$ cat config.mk
export PLATFORM = sky130hd
export DESIGN_NAME = rca_multiword_add_ctrl
export DESIGN_NICKNAME = d
export VERILOG_FILES = /design/src/rtl/rca_multiword_add_ctrl_pkg.sv /design/src/rtl/ripple_carry_adder_16.sv /design/src/rtl/rca_multiword_add_ctrl.sv
export SDC_FILE = /design/constraint.sdc
export NUM_CORES = 1
export LEC_CHECK = 0
export CAP_MARGIN = 20
export CORE_UTILIZATION = 55
export CTS_BUF_LIST = sky130_fd_sc_hd__clkbuf_8 sky130_fd_sc_hd__clkbuf_16
export DETAILED_ROUTE_END_ITERATION = 10
export HOLD_SLACK_MARGIN = 0.02
export PLACE_DENSITY = 0.86
export SLEW_MARGIN = 20
export SYNTH_ARGS = -nofsm -noshare
export SYNTH_HDL_FRONTEND = slang
export SYNTH_SLANG_ARGS = --single-unit
$ cat constraint.sdc
create_clock -name clk -period 24.2 [get_ports clk]
set_input_delay 4.84 -clock clk [delete_from_list [all_inputs] [get_ports clk]]
set_output_delay 4.84 -clock clk [all_outputs]
set_load 0.02 [all_outputs]
$ cat src/rtl/rca_multiword_add_ctrl_pkg.sv
// Shared definitions for the multi-word ripple-carry add sequencer.
// Slice width, FSM state encoding and index-width helper.
package rca_multiword_add_ctrl_pkg;

    localparam int CHUNK_W = 16;

    typedef enum logic [1:0] {
        ST_IDLE = 2'd0,
        ST_RUN  = 2'd1,
        ST_DONE = 2'd2
    } state_t;

    function automatic int idx_w(input int chunks);
        return (chunks > 1) ? $clog2(chunks) : 1;
    endfunction

endpackage

$ cat src/rtl/ripple_carry_adder_16.sv
// 16-bit combinational ripple-carry adder.
// Shared by the multi-word sequencer, one slice per clock.
module ripple_carry_adder_16 (
    input  logic [15:0] a,
    input  logic [15:0] b,
    input  logic        cin,
    output logic [15:0] sum,
    output logic        cout
);

    logic c;

    always_comb begin
        sum = '0;
        c   = cin;
        for (int i = 0; i < 16; i++) begin
            sum[i] = a[i] ^ b[i] ^ c;
            c      = (a[i] & b[i]) | (c & (a[i] ^ b[i]));
        end
        cout = c;
    end

endmodule

$ cat src/rtl/rca_multiword_add_ctrl.sv
// Wide adder sequencer: one 16-bit slice per clock, LSB first,
// on a single shared ripple-carry adder, with valid/ready on both sides.
module rca_multiword_add_ctrl
    import rca_multiword_add_ctrl_pkg::*;
#(
    parameter  int CHUNKS = 4,
    localparam int W      = CHUNK_W * CHUNKS
) (
    input  logic         clk,
    input  logic         rst_n,
    input  logic         in_valid,
    output logic         in_ready,
    input  logic [W-1:0] a,
    input  logic [W-1:0] b,
    input  logic         cin,
    output logic         out_valid,
    input  logic         out_ready,
    output logic [W-1:0] sum,
    output logic         cout,
    output logic         busy
);

    localparam int IDX_W = idx_w(CHUNKS);
    localparam logic [IDX_W-1:0] LAST = IDX_W'(CHUNKS - 1);

    state_t state_q, state_d;

    logic [IDX_W-1:0]   idx_q;
    logic [W-1:0]       a_q;
    logic [W-1:0]       b_q;
    logic [W-1:0]       sum_q;
    logic               carry_q;
    logic               cout_q;
    logic               accept;

    logic [CHUNK_W-1:0] a_sl;
    logic [CHUNK_W-1:0] b_sl;
    logic [CHUNK_W-1:0] s_sl;
    logic               c_sl;

    assign accept    = in_valid && (state_q == ST_IDLE);
    assign in_ready  = (state_q == ST_IDLE);
    assign out_valid = (state_q == ST_DONE);
    assign busy      = (state_q != ST_IDLE);
    assign sum       = sum_q;
    assign cout      = cout_q;

    assign a_sl = a_q[idx_q * CHUNK_W +: CHUNK_W];
    assign b_sl = b_q[idx_q * CHUNK_W +: CHUNK_W];

    ripple_carry_adder_16 u_adder (
        .a    (a_sl),
        .b    (b_sl),
        .cin  (carry_q),
        .sum  (s_sl),
        .cout (c_sl)
    );

    always_ff @(posedge clk or negedge rst_n) begin
        if (!rst_n) begin
            state_q <= ST_IDLE;
        end else begin
            state_q <= state_d;
        end
    end

    always_comb begin
        state_d = state_q;
        unique case (state_q)
            ST_IDLE: if (accept)         state_d = ST_RUN;
            ST_RUN:  if (idx_q == LAST)  state_d = ST_DONE;
            ST_DONE: if (out_ready)      state_d = ST_IDLE;
            default:                     state_d = ST_IDLE;
        endcase
    end

    always_ff @(posedge clk or negedge rst_n) begin
        if (!rst_n) begin
            idx_q   <= '0;
            a_q     <= '0;
            b_q     <= '0;
            sum_q   <= '0;
            carry_q <= 1'b0;
            cout_q  <= 1'b0;
        end else begin
            if (accept) begin
                a_q     <= a;
                b_q     <= b;
                carry_q <= cin;
                idx_q   <= '0;
            end
            if (state_q == ST_RUN) begin
                sum_q[idx_q * CHUNK_W +: CHUNK_W] <= s_sl;
                carry_q <= c_sl;
                // Wrap to 0 so the slice mux never points past the operand
                if (idx_q == LAST) begin
                    idx_q  <= '0;
                    cout_q <= c_sl;
                end else begin
                    idx_q <= idx_q + 1'b1;
                end
            end
        end
    end

endmodule

# Word level (Yosys, flattened, before mapping)

Cells that the tools add are included.

Register bits after elaboration: 198
Output and inout bits: 68
Word-level logic and storage cells: 115

Reduce and logical (&&, ||, !) cells: 6
Shift-type cells: 4
Bitwise operators: 80
Muxes and demuxes: 10
Add/sub/neg operators: 2
Equality and inequality tests: 6

Operators by type and width:

| operator                                                | count |
|---|---|
| indexed part select 64 x 7 -> 16 bit                    | 2 |
| bitwise mux 64 bit                                      | 1 |
| variable shift 16 x 34 -> 64 bit (first input constant) | 1 |
| indexed part select 16 x 34 -> 64 bit                   | 1 |
| negator 6 -> 34 bit                                     | 1 |
| bitwise AND 1 bit                                       | 32 |
| bitwise XOR 1 bit                                       | 32 |
| bitwise OR 1 bit                                        | 16 |
| 2-to-1 mux 2 bit                                        | 6 |
| case mux 2 bit (3 select lines)                         | 1 |
| == test 2 bit (second input constant)                   | 2 |
| inequality test 2 x 1 -> 1 bit (second input constant)  | 2 |
| nonzero test 2 bit                                      | 2 |
| AND reduction 3 bit                                     | 1 |
| adder 2 x 1 -> 2 bit (second input constant)            | 1 |
| == test 2 x 1 -> 1 bit (second input constant)          | 1 |
| zero test 2 bit                                         | 1 |
| 2-to-1 mux 1 bit                                        | 2 |
| inequality test 2 bit (second input constant)           | 1 |
| AND reduction 2 bit                                     | 1 |
| logical AND 1 bit                                       | 1 |

# Longest topological paths before layout

Depth after elaboration: 35
Gate-level depth with buffers: 23
Depth with buffers taken out: 21

# By module

Synthesis repeated with hierarchy kept, for this count alone.

Cell total of the unflattened synthesis: 588
Area total of the unflattened synthesis: 8,753.4 µm²

Modules (own cells, without submodules):

| module                 | cells each | instances | area an instance (µm²) |
|---|---|---|---|
| rca_multiword_add_ctrl | 562        | 1         | 8,395.6 |
| ripple_carry_adder_16  | 26         | 1         | 357.8 |

# Worst setup path after synthesis

Ideal clock, no wire load.

Kind: register to register
Start: register idx_q[1]
End: register sum_q[63], in the netlist sum[63]
Path slack: 16,587 ps
Arrival: 7,488 ps
Buffers on the path: 2
Stages on the path, launching flop included: 24
Data required time: 24,075 ps
Path through: dfrtp_1 -> clkbuf_1 -> buf_2 -> mux4_2 -> inv_1 -> fa_1 -> fa_1 -> fa_1 -> fa_1 -> fa_1 -> fa_1 -> fa_1 -> fa_1 -> fa_1 -> fa_1 -> fa_1 -> fa_1 -> fa_1 -> fa_1 -> inv_1 -> fa_1 -> fa_1 -> and4bb_2 -> mux2_2

Cells in the longest elaborated chain, start to end: 35
Elaborated cells between the ends (all ways): 83
Classes of those cells: add/sub: 1; shift: 4; mux: 1; bitwise: 77

Ends and longest elaborated chain:

| element                                                 | line                                                       | source |
|---|---|---|
| from (decl)                                             | rca_multiword_add_ctrl.sv:28                               | `logic [IDX_W-1:0] idx_q;` |
| from (signal assigned)                                  | rca_multiword_add_ctrl.sv:100                              | `idx_q <= idx_q + 1'b1;` |
| indexed part select 64 x 7 -> 16 bit (on tied branches) | rca_multiword_add_ctrl.sv:48, rca_multiword_add_ctrl.sv:49 |  |
| bitwise XOR 1 bit                                       | ripple_carry_adder_16.sv:17, ripple_carry_adder_16.sv:18   |  |
| bitwise AND 1 bit                                       | ripple_carry_adder_16.sv:18                                | `c = (a[i] & b[i]) \| (c & (a[i] ^ b[i]));` |
| bitwise OR 1 bit                                        | ripple_carry_adder_16.sv:18                                |  |
| bitwise AND 1 bit                                       | ripple_carry_adder_16.sv:18                                |  |
| bitwise OR 1 bit                                        | ripple_carry_adder_16.sv:18                                |  |
| bitwise AND 1 bit                                       | ripple_carry_adder_16.sv:18                                |  |
| bitwise OR 1 bit                                        | ripple_carry_adder_16.sv:18                                |  |
| (+19 left out)                                          | --                                                         |  |
| bitwise OR 1 bit                                        | ripple_carry_adder_16.sv:18                                |  |
| bitwise AND 1 bit                                       | ripple_carry_adder_16.sv:18                                |  |
| bitwise OR 1 bit                                        | ripple_carry_adder_16.sv:18                                |  |
| bitwise AND 1 bit                                       | ripple_carry_adder_16.sv:18                                |  |
| bitwise OR 1 bit                                        | ripple_carry_adder_16.sv:18                                |  |
| bitwise XOR 1 bit                                       | ripple_carry_adder_16.sv:17                                | `sum[i] = a[i] ^ b[i] ^ c;` |
| indexed part select 16 x 34 -> 64 bit                   | rca_multiword_add_ctrl.sv:93                               | `sum_q[idx_q * CHUNK_W +: CHUNK_W] <= s_sl;` |
| bitwise mux 64 bit (*)                                  | rca_multiword_add_ctrl.sv:93                               |  |
| to (signal, indexed assignment)                         | rca_multiword_add_ctrl.sv:93                               |  |
| to (decl)                                               | rca_multiword_add_ctrl.sv:31                               | `logic [W-1:0] sum_q;` |

Every way passes the cells marked *; elsewhere a longest branch is shown, timed or not.
A chain may end at the register's enable or synchronous reset.

# Final worst setup path

Ends and elaborated chain as after synthesis.

==> impl_metrics.yaml <==
floorplanning:
  rows: 47
  initial_utilization_pct: 56.5
  die_area_mm2: 0.0176
  fp.dieH_um: 133
  die_w_um: 133
  fp.coreArea_mm2: 0.0166
  pin_count: 201
route:
  firstDrtPassIters: 5
  routed_wl_mm: 22.2
  vias: 5954
  viasPerCell: 5.81
  drt-wirelength-per-cell_um: 21.7
  drt_iter0_markers: 415
  drc: 0
  ant_nets: 0
worst_setup_path:
  cp.arrival_ns: 8.34
  crit_fanout: 36
  cp-end-kind: "register"
  critPathKind: "reg -> reg"
  r2r_cells: 22
  cp-start-kind: "register"
  cp.required_ns: 24.52
finish:
  nNetsFinal: 946
  final_cell_mix: "clkdlybuf4s50_1, dfrtp_1, mux2_2, inv_1, mux4_2"
  layout-drive-gt1-share_pct: 29.2
  syn2layout_area_growth_pct: 28.1
  fin_area_mm2: 0.0120
  register_area_mm2: 0.00496
  diodes: 0
  post_layout_nonfiller_instances: 1024
  multi_input_area_mm2: 0.00404
  n_fill_cell: 1018
  final_common_cell: "clkdlybuf4s50_1"
synthesis:
  seq_area_frac_synth_pct: 52.7
  avgSynthCellArea_um2: 15.3
  ys_warn_count: 0
  synth_top_area_cell: "dfrtp_1"
  synthTopCellsByArea: "dfrtp_1, mux2_2, mux4_2"
  synthesis.area_mm2: 0.00940
  syn_inst: 613
  ys_types: 33
  synth_nets: 768
  synth_top_area_share_pct: 52.7
  ys_seq_elements: 198
timing:
  setup_viol: 0
  maxSlewViolCount: 0
  clock_skew_ns: 0.0116
  finalCritPeriodShare_pct: 33.1
  fin_ws_ns: 16.18
  final_hold_viol_count: 0
  tightest_slew_ns: 1.01
  slew_headroom_pct: 32.3
  fin_hold_ws_ns: 0.489
  max_clock_freq_mhz: 125
  fin_crit_ns: 8.02
  setup_tns_ns: 0
  grt_setup_unrepaired: "false"
power_and_ir_drop:
  p_leak_nw: 5.04
  max-vdd-ir-drop_v: 0.000116
  power.density_mw_per_mm2: 160
min_path:
  min_path_type: "reg -> reg"
  hold_depth: 1
global_route:
  grt_pass1_vias: 6338
  grt_use_met2_pct: 45.1
  grt_max_degree: 112
  met1_usage_pct: 34.1
  grt_antenna_before_repair: 0
  met3_usage_pct: 7.59
  grt_use_total_pct: 27.1
  top_usage_layer: "met2"
  overflow: 0
  grt_pass1_wl_mm: 35.5
clock_network:
  cts_tree: "done"
  clkLatencyLatePin_ns: 0.43
  h-tree-depth: 4
  post_cts_buffers: 0
  clk_path_buf_depth: 2
  hold_buffers: 0
  root_buffer: "clkbuf_16"
  cts.sinks: 198
  cts_buffers: 17
  clkTransAtPathRegs_ns: 0.07
  ctsResizeCount: 0
place:
  placedCellCount: 992
  place_area_mm2: 0.0115
  port_buffers: 200
  place_congestion: 0.812
  dp_slack_ns: 16.26
  hpwl_mm: 15.7
job:
  maxCapViolCount: 0
status:
  status: "finished clean"
[cells by family (layout without fill, tap and decap cells)]
group	Yosys count	after routing	share of synthesized area (%)
muxes	199	199	28.5
DFF	198	198	52.7
buffers and inverters	84	275	4.33
and+or+nand+nor	78	78	6.98
AOI/OAI and AO/OA	32	32	3.26
adders and majority gates	22	22	4.21
[worst max-delay path: stages (launching register included)]
cell and delay (ns):
dfrtp_2 0.34, buf_4 0.43, mux4_2 0.30, inv_1 0.06, fa_1 0.40, fa_1 0.38
fa_1 0.39, fa_1 0.39, fa_1 0.39, fa_1 0.41, fa_1 0.42, fa_1 0.40
fa_1 0.40, fa_1 0.40, fa_1 0.40, fa_1 0.39, fa_1 0.39, fa_1 0.38
inv_1 0.08, fa_1 0.18, fa_1 0.45, and4bb_2 0.25, mux2_2 0.25
[per-stage QoR]
step | utilization (%) | power [mW]
6_report | 72.3 | 1.92
5_1_grt | 72.3 | 2.03
4_1_cts | 72.3 | 1.92
3_5_place_dp | 68.9 | 1.65
3_3_place_gp | 68.9 | 1.61
2_1_floorplan | - | 1.26
[path summary, 6_finish.rpt]
check | start | to | slack (ns)
worst max-delay path | idx_q[1] | sum[63] | 16.18
worst min-delay path | b_q[51] | b_q[51] | 0.49
worst max register to register | idx_q[1] | sum[63] | 16.18
worst min register to register | b_q[51] | b_q[51] | 0.49
max in group asynchronous | rst_n | a_q[8] | 18.35
min in group asynchronous | rst_n | sum[18] | 4.53
[synth_stat cells]
master / instances
nor2_1: 1
inv_1: 36
nor4b_1: 18
mux4_2: 32
mux2_4: 20
a222oi_1: 1
clkbuf_2: 1
and3b_1: 2
nand3b_1: 4
nor4bb_1: 12
o21bai_1: 1
mux2_2: 135
nor3b_4: 1
and4bb_2: 6
mux2_1: 12
o31ai_1: 1
buf_4: 13
buf_2: 15
dfrtp_1: 198
a21o_1: 1
clkbuf_1: 16
nor3b_2: 2
and4b_1: 2
a22o_1: 1
fa_1: 16
o21ai_0: 1
ha_1: 6
a32o_1: 26
nand2b_1: 1
nor2b_1: 26
or2_2: 1
and2_1: 2
buf_6: 3
[layout make-up]
type,count,area share [%]
repair buffers,207,17.2
clock buffers,20,3.88
flip-flops and latches,198,41.2
inverters,36,1.12
clock inverters,12,0.749
well taps,220,2.29
multi-input cells,331,33.6
[report_power, final]
group | switching [mW] | internal (mW)
clock network | 0.117 | 0.148
logic | 0.570 | 0.514
registers | 0.0932 | 0.477
[metal layers]
layer | routed length, um | vias to the layer above
met2 | 11200 | 240
met5 | 0 | -
met1 | 8880 | 3073
met4 | 607 | 0
met3 | 1500 | 41
li1 | - | 2600
[flip-flops by register name (all words and copies together), names as in the netlist]
register  cells
cout          1
b_q          64
sum          64
a_q          64
carry_q       1
idx_q         2
state_q       2
Power figures use the tool's default switching activity.
